## src/rtl/qs_pkg.sv

```systemverilog
// Shared types for the qs sorter datapath and its packet output buffer.
package qs_pkg;

  localparam int unsigned W = 32;

  typedef logic [W-1:0] w_t;

  typedef struct packed {
    logic sop;
    logic eop;
    w_t   dat;
  } qs_pkt_fifo_entry_t;

  typedef enum logic [1:0] {
    IDLE   = 2'd0,
    ACTIVE = 2'd1,
    DROP   = 2'd2
  } qs_pkt_fifo_state_t;

  // One extra bit over the address so full and empty are distinguishable.
  function automatic int unsigned qs_pkt_fifo_ptr_w(input int unsigned n);
    return $clog2(n) + 1;
  endfunction

endpackage

```

## src/rtl/qs_pkt_fifo_ram.sv

```systemverilog
// Packet buffer storage: N entries, synchronous write, combinational read.
module qs_pkt_fifo_ram
  import qs_pkg::*;
#(
  parameter int unsigned N  = 64,
  parameter int unsigned AW = $clog2(N)
) (
  input  logic               clk,
  input  logic               i_we,
  input  logic [AW-1:0]      i_waddr,
  input  qs_pkt_fifo_entry_t i_wdata,
  input  logic [AW-1:0]      i_raddr,
  output qs_pkt_fifo_entry_t o_rdata
);

  qs_pkt_fifo_entry_t r_mem [N];

  always_ff @(posedge clk) begin
    if (i_we) r_mem[i_waddr] <= i_wdata;
  end

  assign o_rdata = r_mem[i_raddr];

endmodule

```

## src/rtl/qs_pkt_fifo.sv

```systemverilog
// Packet-aware output buffer: commits only whole error-free packets, rewinds
// the write pointer to discard bad ones, and presents words on valid/ready.
module qs_pkt_fifo
  import qs_pkg::*;
#(
  parameter int unsigned N     = 64,
  parameter int unsigned CNT_W = 16
) (
  input  logic             clk,
  input  logic             rst,
  input  logic             in_vld,
  input  logic             in_sop,
  input  logic             in_eop,
  input  logic             in_err,
  input  w_t               in_dat,
  output logic             out_vld_r,
  output logic             out_sop_r,
  output logic             out_eop_r,
  output w_t               out_dat_r,
  input  logic             out_rdy,
  output logic [CNT_W-1:0] drop_cnt_r,
  output logic             busy_r
);

  localparam int unsigned PW = qs_pkt_fifo_ptr_w(N);
  localparam int unsigned AW = PW - 1;
  typedef logic [PW-1:0] ptr_t;
  localparam ptr_t DEPTH = ptr_t'(N);
  localparam ptr_t ONE   = ptr_t'(1);

  qs_pkt_fifo_state_t r_state, w_st_nxt;
  ptr_t               r_wr_ptr, r_cmt_ptr, r_rd_ptr;
  ptr_t               w_wr_nxt, w_cmt_nxt, w_rd_nxt, w_base, w_waddr;
  logic               r_perr, w_perr_nxt, w_err, w_full, w_we, w_pop;
  logic [1:0]         w_ndrop;
  logic [CNT_W:0]     w_sum;
  qs_pkt_fifo_entry_t w_wentry, w_rentry;

  assign w_wentry = '{sop: in_sop, eop: in_eop, dat: in_dat};

  // A sop during ACTIVE abandons the open packet and restarts from cmt_ptr in
  // the same cycle, so fullness and the write address use the rewound base;
  // that cycle can therefore count two drops (abandon plus full).
  always_comb begin
    w_we       = 1'b0;
    w_waddr    = r_wr_ptr;
    w_wr_nxt   = r_wr_ptr;
    w_cmt_nxt  = r_cmt_ptr;
    w_st_nxt   = r_state;
    w_perr_nxt = r_perr;
    w_ndrop    = '0;
    w_base     = r_wr_ptr;
    w_err      = in_err | r_perr;
    w_full     = 1'b0;
    if (in_vld) begin
      if (in_sop) begin
        w_err = in_err;
        if (r_state == ACTIVE) begin
          w_base  = r_cmt_ptr;
          w_ndrop = 2'd1;
        end
      end
      w_full = (w_base - r_rd_ptr) == DEPTH;
      if (in_sop || r_state == ACTIVE) begin
        if (w_full) begin
          w_ndrop  = w_ndrop + 2'd1;
          w_wr_nxt = r_cmt_ptr;
          w_st_nxt = in_eop ? IDLE : DROP;
        end else if (in_eop) begin
          w_st_nxt = IDLE;
          if (w_err) begin
            w_ndrop  = w_ndrop + 2'd1;
            w_wr_nxt = r_cmt_ptr;
          end else begin
            w_we      = 1'b1;
            w_waddr   = w_base;
            w_wr_nxt  = w_base + ONE;
            w_cmt_nxt = w_base + ONE;
          end
        end else begin
          w_we       = 1'b1;
          w_waddr    = w_base;
          w_wr_nxt   = w_base + ONE;
          w_st_nxt   = ACTIVE;
          w_perr_nxt = w_err;
        end
      end else if (r_state == DROP && in_eop) begin
        w_st_nxt = IDLE;
      end
    end
  end

  assign w_pop    = (r_rd_ptr != r_cmt_ptr) && (!out_vld_r || out_rdy);
  assign w_rd_nxt = w_pop ? r_rd_ptr + ONE : r_rd_ptr;
  assign w_sum    = {1'b0, drop_cnt_r} + {{(CNT_W-1){1'b0}}, w_ndrop};

  qs_pkt_fifo_ram #(
    .N (N)
  ) u_ram (
    .clk     (clk),
    .i_we    (w_we),
    .i_waddr (w_waddr[AW-1:0]),
    .i_wdata (w_wentry),
    .i_raddr (r_rd_ptr[AW-1:0]),
    .o_rdata (w_rentry)
  );

  always_ff @(posedge clk or posedge rst) begin
    if (rst) begin
      r_state    <= IDLE;
      r_wr_ptr   <= '0;
      r_cmt_ptr  <= '0;
      r_rd_ptr   <= '0;
      r_perr     <= 1'b0;
      out_vld_r  <= 1'b0;
      out_sop_r  <= 1'b0;
      out_eop_r  <= 1'b0;
      out_dat_r  <= '0;
      drop_cnt_r <= '0;
      busy_r     <= 1'b0;
    end else begin
      r_state    <= w_st_nxt;
      r_wr_ptr   <= w_wr_nxt;
      r_cmt_ptr  <= w_cmt_nxt;
      r_rd_ptr   <= w_rd_nxt;
      r_perr     <= w_perr_nxt;
      drop_cnt_r <= w_sum[CNT_W] ? '1 : w_sum[CNT_W-1:0];
      busy_r     <= (w_st_nxt != IDLE) || (w_cmt_nxt != w_rd_nxt);
      if (w_pop) begin
        out_vld_r <= 1'b1;
        out_sop_r <= w_rentry.sop;
        out_eop_r <= w_rentry.eop;
        out_dat_r <= w_rentry.dat;
      end else if (out_rdy) begin
        out_vld_r <= 1'b0;
      end
    end
  end

endmodule

```

## config.mk

```make
export PLATFORM = sky130hd
export DESIGN_NAME = qs_pkt_fifo
export DESIGN_NICKNAME = d
export VERILOG_FILES = /design/src/rtl/qs_pkg.sv /design/src/rtl/qs_pkt_fifo_ram.sv /design/src/rtl/qs_pkt_fifo.sv
export SDC_FILE = /design/constraint.sdc
export NUM_CORES = 2
export LEC_CHECK = 0
export CORE_UTILIZATION = 46
export CTS_BUF_LIST = sky130_fd_sc_hd__clkbuf_4
export CTS_CLUSTER_DIAMETER = 200
export DETAILED_ROUTE_END_ITERATION = 8
export PLACE_DENSITY_LB_ADDON = 0.25
export SLEW_MARGIN = 20
export SYNTH_ARGS = -nofsm -noshare
export SYNTH_HDL_FRONTEND = slang
export SYNTH_SLANG_ARGS = --single-unit
```

## constraint.sdc

```tcl
create_clock -name clk -period 6.8 [get_ports clk]
set_input_delay 1.36 -clock clk [delete_from_list [all_inputs] [get_ports clk]]
set_output_delay 1.36 -clock clk [all_outputs]
set_load 0.005 [all_outputs]
```

==> results.toml <==
[global_routing]
grt_antenna_before_repair = 19
track_usage = 0.234
grt_overflow = 0
grt_pass1_wl_um = 315000
grt_pass1_vias = 43300
grt_max_degree = 140

[die]
dieArea_mm2 = 0.190
die_x_um = 436
fp-row-count = 159
start_util = 0.463
io_pins = 91
coreArea_mm2 = 0.188
dieHeight_um = 436

[timing]
grt_setup_unrepaired = "false"
fmax_ghz = 0.177
tns_ns = 0
period_share = 0.829
slew_violations = 0
post-route-min-period_ns = 5.64
layout_setup_ws_ns = 1.16
hold_ws_ns = 0.508
finClkSkew_ns = 0.154
relSlewSlack = 0.296
setup_viol_count_final = 0
worst_pin_slew_ns = 1.06
final_hold_viol_count = 0

[clocking]
postCtsHoldBufs = 0
cts.sinks = 2252
root_buffer = "clkbuf_4"
insertion_delay_ns = 1.40
tritoncts = "yes"
cts-buffers-inserted = 589
postCtsSetupBuffers = 0
clock_path_buffers = 4
path_clk_slew_ns = 0.07
h-tree-depth = 6
post_cts_resized = 0

[worst_setup_path]
path_max_fanout = 16
worstReg2RegEnd = "drop_cnt_r[6]"
crit_type = "flop to flop"
r2r_setup_slack_ns = 1.16
worstPathArrival_ns = 6.84
setup.worst_path.start_class = "flop"
r2r_cells = 18
worstPathRequired_ns = 8.01
timing.rr.start = "r_rd_ptr[5]"
cp-startpoint = "r_rd_ptr[5]"
cp-end-kind = "flop"

[logic_synthesis]
postSynth.asyncResetShare = 0.0337
netlist_area_mm2 = 0.0868
synth_largest_area_cell = "edfxtp_1"
ys.flop_type = "edfxtp_1"
yosysTopAreaCellShare = 0.753
ys_seq_area_frac = 0.775
synth_common_cells = "2176 x edfxtp_1, 711 x mux4_2, 88 x nor2_1"
syn-num-nets = 3618
synthDistinctLibCells = 55
synthTopCellsByArea = "edfxtp_1 75%, mux4_2 18%, dfrtp_1 2.2%"
yosysMostFrequentCell = "edfxtp_1"
ys_ff_latch = 2252
yosys_warnings = 0
synth_edf_count = 2176
syn_inst = 3567
synth.avg_cell_area_um2 = 24.3

[place]
gp_congestion = 0.844
pre_cts_slack_ns = 0.245
dp_hpwl_um = 124000
placed_area_mm2 = 0.0919
numPortBuffers = 90

[hold_path]
holdPathEnd = "out_dat_r[31]"
min_delay_path_depth = 1
hp-start = "out_dat_r[31]"
hold_path_class = "flop to flop"

[drt]
viasPerCell = 5.92
wl_per_cell_um = 30.7
firstDrtPassIters = 5
drt_iter0_markers = 5053
num_vias = 42300
wirelength_um = 220000
antenna_left = 0
drcViolationCount = 0

[cells_and_area]
finalNetCount = 4300
fill_cells = 14500
stdcell_area_mm2 = 0.0992
fin_util = 0.529
ff_latch_area_mm2 = 0.0673
area_growth_syn_to_layout_pct = 14.3
multi_input_area_mm2 = 0.0191
drive_gt1_frac = 0.412

[power]
irDropWorstVdd_uv = 327
pwr_density_cell_mw_per_mm2 = 393
cellLeakagePower_nw = 31.7

[outcome]
outcome = "completed"

[job]
cap_violations = 0
where the power goes:
group	switching (mW)	internal, mW	total (mW)
Combinational	6.14	5.43	11.6
Clock	5.35	6.17	11.5
Sequential	0.314	15.6	15.9
Total	11.8	27.2	39.0
registers in the layout, indices dropped and copies added (netlist names):
signal,cells
out_vld_r,1
r_wr_ptr,7
r_rd_ptr,7
r_perr,1
out_dat_r,32
out_sop_r,1
drop_cnt_r,16
r_state,2
u_ram.r_mem,2176
busy_r,1
out_eop_r,1
r_cmt_ptr,7
stage by stage:
stage / total power [mW] / std cells
global route: 40.7 / 7148
finish: 39.0 / 7148
global placement: 28.0 / 6153
floorplan: 23.7 / 3567
detailed placement: 27.9 / 6153
CTS: 39.5 / 7136
routing by layer:
layer  up-vias  track usage  wire length, µm
met5         -            0                0
met4         0       0.0625             3850
met3       284       0.0665            22800
met2      2273        0.354           104000
met1     22600        0.334            89200
li1      17200            -                -
worst max-delay path, stage by stage (launching register included):
cell and delay [ns]:
dfrtp_1 0.57, clkinv_2 0.56, ha_1 0.57, xnor2_1 0.16, or3_1 0.45, or2_1 0.41, nor2_1 0.26, a211oi_1 0.08
nor3_1 0.19, ha_1 0.20, inv_1 0.06, fa_1 0.43, nor2_1 0.18, and3_1 0.19, and2_1 0.19, nand4_1 0.19
nor2_1 0.23, nand3_1 0.40, o21ai_0 0.19
cells by family after synthesis:
family,count (synthesis),share of synthesized area
AOI/OAI and AO/OA,64,0.00500
buffers and inverters,197,0.0111
and+or+nand+nor,244,0.0127
adders and majority gates,12,0.00182
muxes,766,0.191
xor gates and xnor gates,32,0.00332
DFF,2252,0.775
cell usage in the layout, fill, tap and decap left out, types with 5 or more instances in the layout:
cell | netlist | final
edfxtp_1 | 2176 | 2176
clkbuf_4 | 0 | 838
mux4_2 | 711 | 711
buf_4 | 45 | 157
clkinv_1 | 0 | 108
nand2_1 | 74 | 74
dfrtp_1 | 76 | 72
nor2_4 | 0 | 64
clkdlybuf4s50_1 | 0 | 57
mux2_2 | 36 | 36
buf_2 | 15 | 27
buf_12 | 0 | 26
xnor2_1 | 24 | 24
nor2_1 | 88 | 24
nand3_1 | 20 | 20
mux2i_1 | 18 | 18
inv_1 | 16 | 15
and3_1 | 15 | 15
bufinv_16 | 0 | 14
diode_2 | 0 | 12
a21oi_1 | 12 | 12
clkinv_2 | 0 | 11
o21ai_1 | 11 | 11
ha_1 | 11 | 11
inv_2 | 5 | 10
nand2b_1 | 9 | 9
a31oi_1 | 9 | 9
nand4_1 | 8 | 8
xor2_1 | 7 | 7
o211ai_1 | 6 | 6
and2_1 | 6 | 6
o21ai_0 | 5 | 5
worst max path at each step:
stage	endpoint	depth (start not counted)
2_1_floorplan	u_ram.r_mem[52][0]	15
3_3_place_gp	drop_cnt_r[6]	23
3_5_place_dp	drop_cnt_r[6]	23
4_1_cts	drop_cnt_r[6]	18
5_1_grt	drop_cnt_r[6]	18
6_report	drop_cnt_r[6]	18
final cells by class:
| cell class | instances | area share |
|---|---|---|
| Antenna cell | 12 | 0.000303 |
| Clock buffer | 838 | 0.0634 |
| Clock inverter | 145 | 0.00958 |
| Inverter | 21 | 0.000908 |
| Multi-Input combinational cell | 1118 | 0.192 |
| Sequential cell | 2252 | 0.678 |
| Tap cell | 2495 | 0.0315 |
| Timing Repair Buffer | 267 | 0.0242 |
Power figures use the tool's default switching activity.
